--- config.mk ---
export PLATFORM = sky130hd
export DESIGN_NAME = div_seq_16x8_2sc
export DESIGN_NICKNAME = d
export VERILOG_FILES = /design/src/rtl/div_seq_16x8_2sc.sv
export SDC_FILE = /design/constraint.sdc
export NUM_CORES = 1
export LEC_CHECK = 0
export BUFFER_PORTS_ARGS = -buffer_cell sky130_fd_sc_hd__buf_2
export CORE_MARGIN = 2
export CORE_UTILIZATION = 35
export CTS_CLUSTER_SIZE = 14
export DETAILED_ROUTE_END_ITERATION = 8
export PLACE_DENSITY = 0.56
export SYNTH_ARGS = -nofsm -noshare
export SYNTH_HDL_FRONTEND = slang
export SYNTH_SLANG_ARGS = --single-unit
--- constraint.sdc ---
create_clock -name clk_i -period 2.6 [get_ports clk_i]
set_input_delay 0.13 -clock clk_i [delete_from_list [all_inputs] [get_ports clk_i]]
set_output_delay 0.13 -clock clk_i [all_outputs]
set_load 0.02 [all_outputs]
--- src/rtl/div_seq_16x8_2sc.sv ---
// Sequential two's-complement divider (2N-bit dividend / N-bit divisor).
// Restoring division on magnitudes, one quotient bit per clock, then a sign fix-up cycle.
module div_seq_16x8_2sc #(
  parameter int N = 8
) (
  input  logic           clk_i,
  input  logic           reset_ni,
  input  logic           start_i,
  input  logic [2*N-1:0] a_i,
  input  logic [N-1:0]   b_i,
  output logic           busy_o,
  output logic           done_o,
  output logic [N-1:0]   q_o,
  output logic [N-1:0]   r_o,
  output logic           ovf_o,
  output logic           dz_o
);

  localparam int CW = $clog2(2*N);
  localparam logic [CW-1:0]  LAST_STEP = CW'(2*N-1);
  localparam logic [2*N-1:0] MAX_POS   = (2*N)'((1 << (N-1)) - 1);
  localparam logic [2*N-1:0] MAX_NEG   = (2*N)'(1 << (N-1));

  typedef enum logic [1:0] {
    IDLE = 2'd0,
    CALC = 2'd1,
    FIX  = 2'd2
  } state_t;

  state_t         state_q;
  logic [2*N-1:0] aMag_q;
  logic [N-1:0]   bMag_q;
  logic [N:0]     rem_q;
  logic [2*N-1:0] quo_q;
  logic [CW-1:0]  cnt_q;
  logic           signQ_q;
  logic           signR_q;
  logic           dzInt_q;
  logic           busy_q;
  logic           done_q;
  logic [N-1:0]   q_q;
  logic [N-1:0]   r_q;
  logic           ovf_q;
  logic           dz_q;

  logic [2*N-1:0] aMag_d;
  logic [N-1:0]   bMag_d;
  logic [N:0]     remShift;
  logic [N:0]     remDiff;
  logic           remGe;
  logic [N:0]     rem_d;
  logic [2*N-1:0] quo_d;
  logic           ovf_d;
  logic [N-1:0]   qFix_d;
  logic [N-1:0]   rFix_d;

  // Operand magnitudes; the most negative values map onto their full-width magnitude.
  always_comb begin
    aMag_d = a_i[2*N-1] ? -a_i : a_i;
    bMag_d = b_i[N-1]   ? -b_i : b_i;
  end

  // One restoring step: shift in the next dividend bit and subtract when it fits.
  always_comb begin
    remShift = {rem_q[N-1:0], aMag_q[2*N-1]};
    remDiff  = remShift - {1'b0, bMag_q};
    remGe    = (remShift >= {1'b0, bMag_q});
    rem_d    = remGe ? remDiff : remShift;
    quo_d    = {quo_q[2*N-2:0], remGe};
  end

  // Sign fix-up; negating zero yields zero, so no negative zero can appear.
  always_comb begin
    ovf_d  = (!signQ_q && (quo_q > MAX_POS)) || (signQ_q && (quo_q > MAX_NEG));
    qFix_d = signQ_q ? -quo_q[N-1:0] : quo_q[N-1:0];
    rFix_d = signR_q ? -rem_q[N-1:0] : rem_q[N-1:0];
  end

  // Control FSM with registered handshake and result outputs.
  always_ff @(posedge clk_i) begin
    if (!reset_ni) begin
      state_q <= IDLE;
      aMag_q  <= '0;
      bMag_q  <= '0;
      rem_q   <= '0;
      quo_q   <= '0;
      cnt_q   <= '0;
      signQ_q <= 1'b0;
      signR_q <= 1'b0;
      dzInt_q <= 1'b0;
      busy_q  <= 1'b0;
      done_q  <= 1'b0;
      q_q     <= '0;
      r_q     <= '0;
      ovf_q   <= 1'b0;
      dz_q    <= 1'b0;
    end else begin
      done_q <= 1'b0;
      case (state_q)
        IDLE: begin
          if (start_i) begin
            aMag_q  <= aMag_d;
            bMag_q  <= bMag_d;
            signQ_q <= a_i[2*N-1] ^ b_i[N-1];
            signR_q <= a_i[2*N-1];
            dzInt_q <= (b_i == '0);
            rem_q   <= '0;
            quo_q   <= '0;
            cnt_q   <= '0;
            busy_q  <= 1'b1;
            state_q <= CALC;
          end
        end
        CALC: begin
          rem_q  <= rem_d;
          quo_q  <= quo_d;
          aMag_q <= {aMag_q[2*N-2:0], 1'b0};
          cnt_q  <= cnt_q + 1'b1;
          if (cnt_q == LAST_STEP) begin
            state_q <= FIX;
          end
        end
        FIX: begin
          done_q  <= 1'b1;
          busy_q  <= 1'b0;
          state_q <= IDLE;
          if (dzInt_q) begin
            q_q   <= '0;
            r_q   <= '0;
            ovf_q <= 1'b0;
            dz_q  <= 1'b1;
          end else if (ovf_d) begin
            q_q   <= '0;
            r_q   <= '0;
            ovf_q <= 1'b1;
            dz_q  <= 1'b0;
          end else begin
            q_q   <= qFix_d;
            r_q   <= rFix_d;
            ovf_q <= 1'b0;
            dz_q  <= 1'b0;
          end
        end
        default: begin
          state_q <= IDLE;
          busy_q  <= 1'b0;
        end
      endcase
    end
  end

  assign busy_o = busy_q;
  assign done_o = done_q;
  assign q_o    = q_q;
  assign r_o    = r_q;
  assign ovf_o  = ovf_q;
  assign dz_o   = dz_q;

endmodule

==> flow_summary.ini <==
[hold_path]
holdPathEnd = done_o
hp-class = in2reg
hold_path_depth = 2
hold_start = reset_ni

[synth]
ys_top_cells_by_area = dfxtp_1 39%, nand2_1 5.4%, a22o_1 4.6%, xor2_1 4.2%, ha_1 4.1%
synth_common_cells = 77 x dfxtp_1, 57 x nand2_1, 32 x o21ai_0, 24 x inv_1, 21 x a22o_1
ys_seq_elements = 77
synthCells = 460
yosys_warnings = 0
synth-seq-area-share = 0.387
synth_nets = 501
muxShareOfSynthArea = 0.0226
synth_compound_area_frac = 0.237
synth_cell_type_count = 54
synth_simple_gate_area_frac = 0.179
netlist.area_leader.share = 0.387
yosysTopAreaCell = dfxtp_1
synth_area_mm2 = 0.00399
synthAdderAreaFrac = 0.0458
synth_top_family_by_area = compound AO/OA/AOI/OAI gates
synth_edf_count = 0
synth_xor_area_frac = 0.0747
syn_area_per_cell_um2 = 8.67
synthFlopType = dfxtp_1
async_flop_share = 0
synth_most_common_cell = dfxtp_1

[floorplanning]
die_area_mm2 = 0.0123
row_count = 38
die_h_um = 111
start_util = 0.363
die_w_um = 111
core_area_mm2 = 0.0110
ios = 47

[timing]
drv_slew = 0
min_period_ps = 2120
setup_violations = 0
fmax_ghz = 0.473
hold_violations = 0
fin_skew_ps = 6.34
rsz0062_at_grt = false
tightest_slew_ps = 1040
fin_crit_sh = 0.814
slew_headroom = 0.303
setup-tns-final_ps = 0

[drt]
drt-initial-drc-count = 124
vias = 3335
drc = 0
wl_um = 8810
via_per_inst = 5.17
avgRoutedWirePerCell_um = 13.7
detail-route-antenna-nets = 0
dr.pass1.iters = 4

[finish]
nets = 541
num_antenna_cells = 0
nFillCells = 1126
syn_to_final_growth_pct = 17.2
fin_area_mm2 = 0.00467
fin_util = 0.425
final_layout_size_suffix_gt1_frac = 0.168

[clocking]
cts-buffers-inserted = 9
post_cts_resized = 0
cts_tree = done
clkTransAtPathRegs_ps = 60
post_cts_buffers = 0
htreeDepth = 3
hold_buffers = 0
clkLatencyLatePin_ps = 340
cts_buffer_depth = 2
clock-sinks = 77
root_buffer = clkbuf_16

[global_routing]
grt_pass1_wl_um = 15000
grt_usage = 0.148
grt_use_met2 = 0.225
grt_max_degree = 42
grtUsageMet3 = 0.0454
antenna_found_initial = 0
grt_overflow_total = 0
grt-busiest-layer = met2
grt_pass1_vias = 3115
grt_use_met1 = 0.202

[setup_path]
crit_top_cell = a21oi_1
crit_slowest_cell = dfxtp_1
crit_required_ps = 2800
r2r_start = rem_q[3]
cp_max_fo = 10
worstPathArrival_ps = 2320
reg2reg_to = rem_q[1]
endpoint_kind = register
critPathLaunchType = register
crit_type = reg2reg
r2r_slack_ps = 480
slowest_delay_ps = 460
crit_chain = ha_1 -> a21oi_1 -> o221ai_1 -> a21oi_1 -> buf_4 -> mux2i_1 -> o21ai_0
r2r_cells = 7

[pwr]
peakVddDrop_mv = 0.335
p_leak_nw = 1.95
p_per_area_mw_per_mm2 = 690

[place]
place_area_mm2 = 0.00434
gp_congestion = 0.859
portBuffers = 46
dp_hpwl_um = 6360

[outcome]
outcome = complete, no violations

[job]
drv_cap = 0
-- worst max-delay path, delay by kind of cell, from the launching register on --
| kind | cells | cell delay (ps) |
|---|---|---|
| mux | 1 | 190 |
| flops | 1 | 460 |
| fa+ha+maj | 1 | 330 |
| compound gates | 4 | 750 |
| buf+inv | 1 | 230 |
-- layer usage --
layer / routed length (µm) / vias up
met1: 4560 / 1556
li1: - / 1710
met2: 3810 / 61
met3: 345 / 8
met4: 95 / 0
met5: 0 / -
-- report_power, final --
part           leakage [nW]  internal, W  total (W)  switching (W)
Sequential            0.626      0.00123    0.00128      0.0000503
Clock                 0.160     0.000875    0.00139       0.000511
Combinational          1.16     0.000244   0.000557       0.000314
Total                  1.95      0.00235    0.00322       0.000875
-- final cells by class --
type / count / area (µm²) / area share
clock inverter: 6 / 93.8 / 0.0201
timing repair buffer: 55 / 298 / 0.0637
sequential: 77 / 1540 / 0.330
multi-input combinational: 333 / 2230 / 0.478
tap: 140 / 175 / 0.0375
inverter: 24 / 90.1 / 0.0193
clock buffer: 10 / 239 / 0.0512
-- cells by family after synthesis --
kind of cell | Yosys count
xor gates and xnor gates | 34
adders and majority gates | 14
AOI/OAI and AO/OA | 135
DFF | 77
buffers and inverters | 50
and+or+nand+nor | 141
muxes | 9
-- placed cells by master, fill, tap and decap left out, drive strengths merged, types with 13 or more instances in the layout --
cell type  Yosys  final
a21oi         14     14
a22o          22     22
o21ai         44     44
nor2          18     18
o31ai         14     14
ha            13     13
nand2         57     57
xnor2         15     15
buf            7     55
inv           24     26
nor2b         14     14
xor2          19     19
dfxtp         77     77
-- through the flow --
stage | power [W] | setup slack (ps) | cells | hold slack [ps]
detailed placement | 0.00186 | 516 | 629 | 411
global route | 0.00338 | 320 | 645 | 88.3
floorplan | 0.00171 | 762 | 460 | 275
CTS | 0.00326 | 511 | 645 | 55.6
global placement | 0.00185 | 622 | 629 | 415
finish | 0.00322 | 485 | 645 | 74.8
-- sequential cells by signal, indices dropped and copies added, names as in the netlist, 2 cells and up --
name     cells
q_o          8
r_o          8
rem_q        8
aMag_q      16
quo_q       16
cnt_q        4
bMag_q       8
state_q      2
-- worst max-delay path by stage --
stage	startpoint	to	slack [ps]	depth (start not counted)
after global placement	rem_q[3]	rem_q[4]	620	7
after detailed placement	rem_q[3]	rem_q[1]	520	7
after CTS	rem_q[3]	rem_q[1]	510	7
after floorplan	aMag_q[15]	rem_q[6]	760	9
final	rem_q[3]	rem_q[1]	480	7
after global routing	rem_q[3]	rem_q[3]	320	7
(Power assumes the default switching activity.)
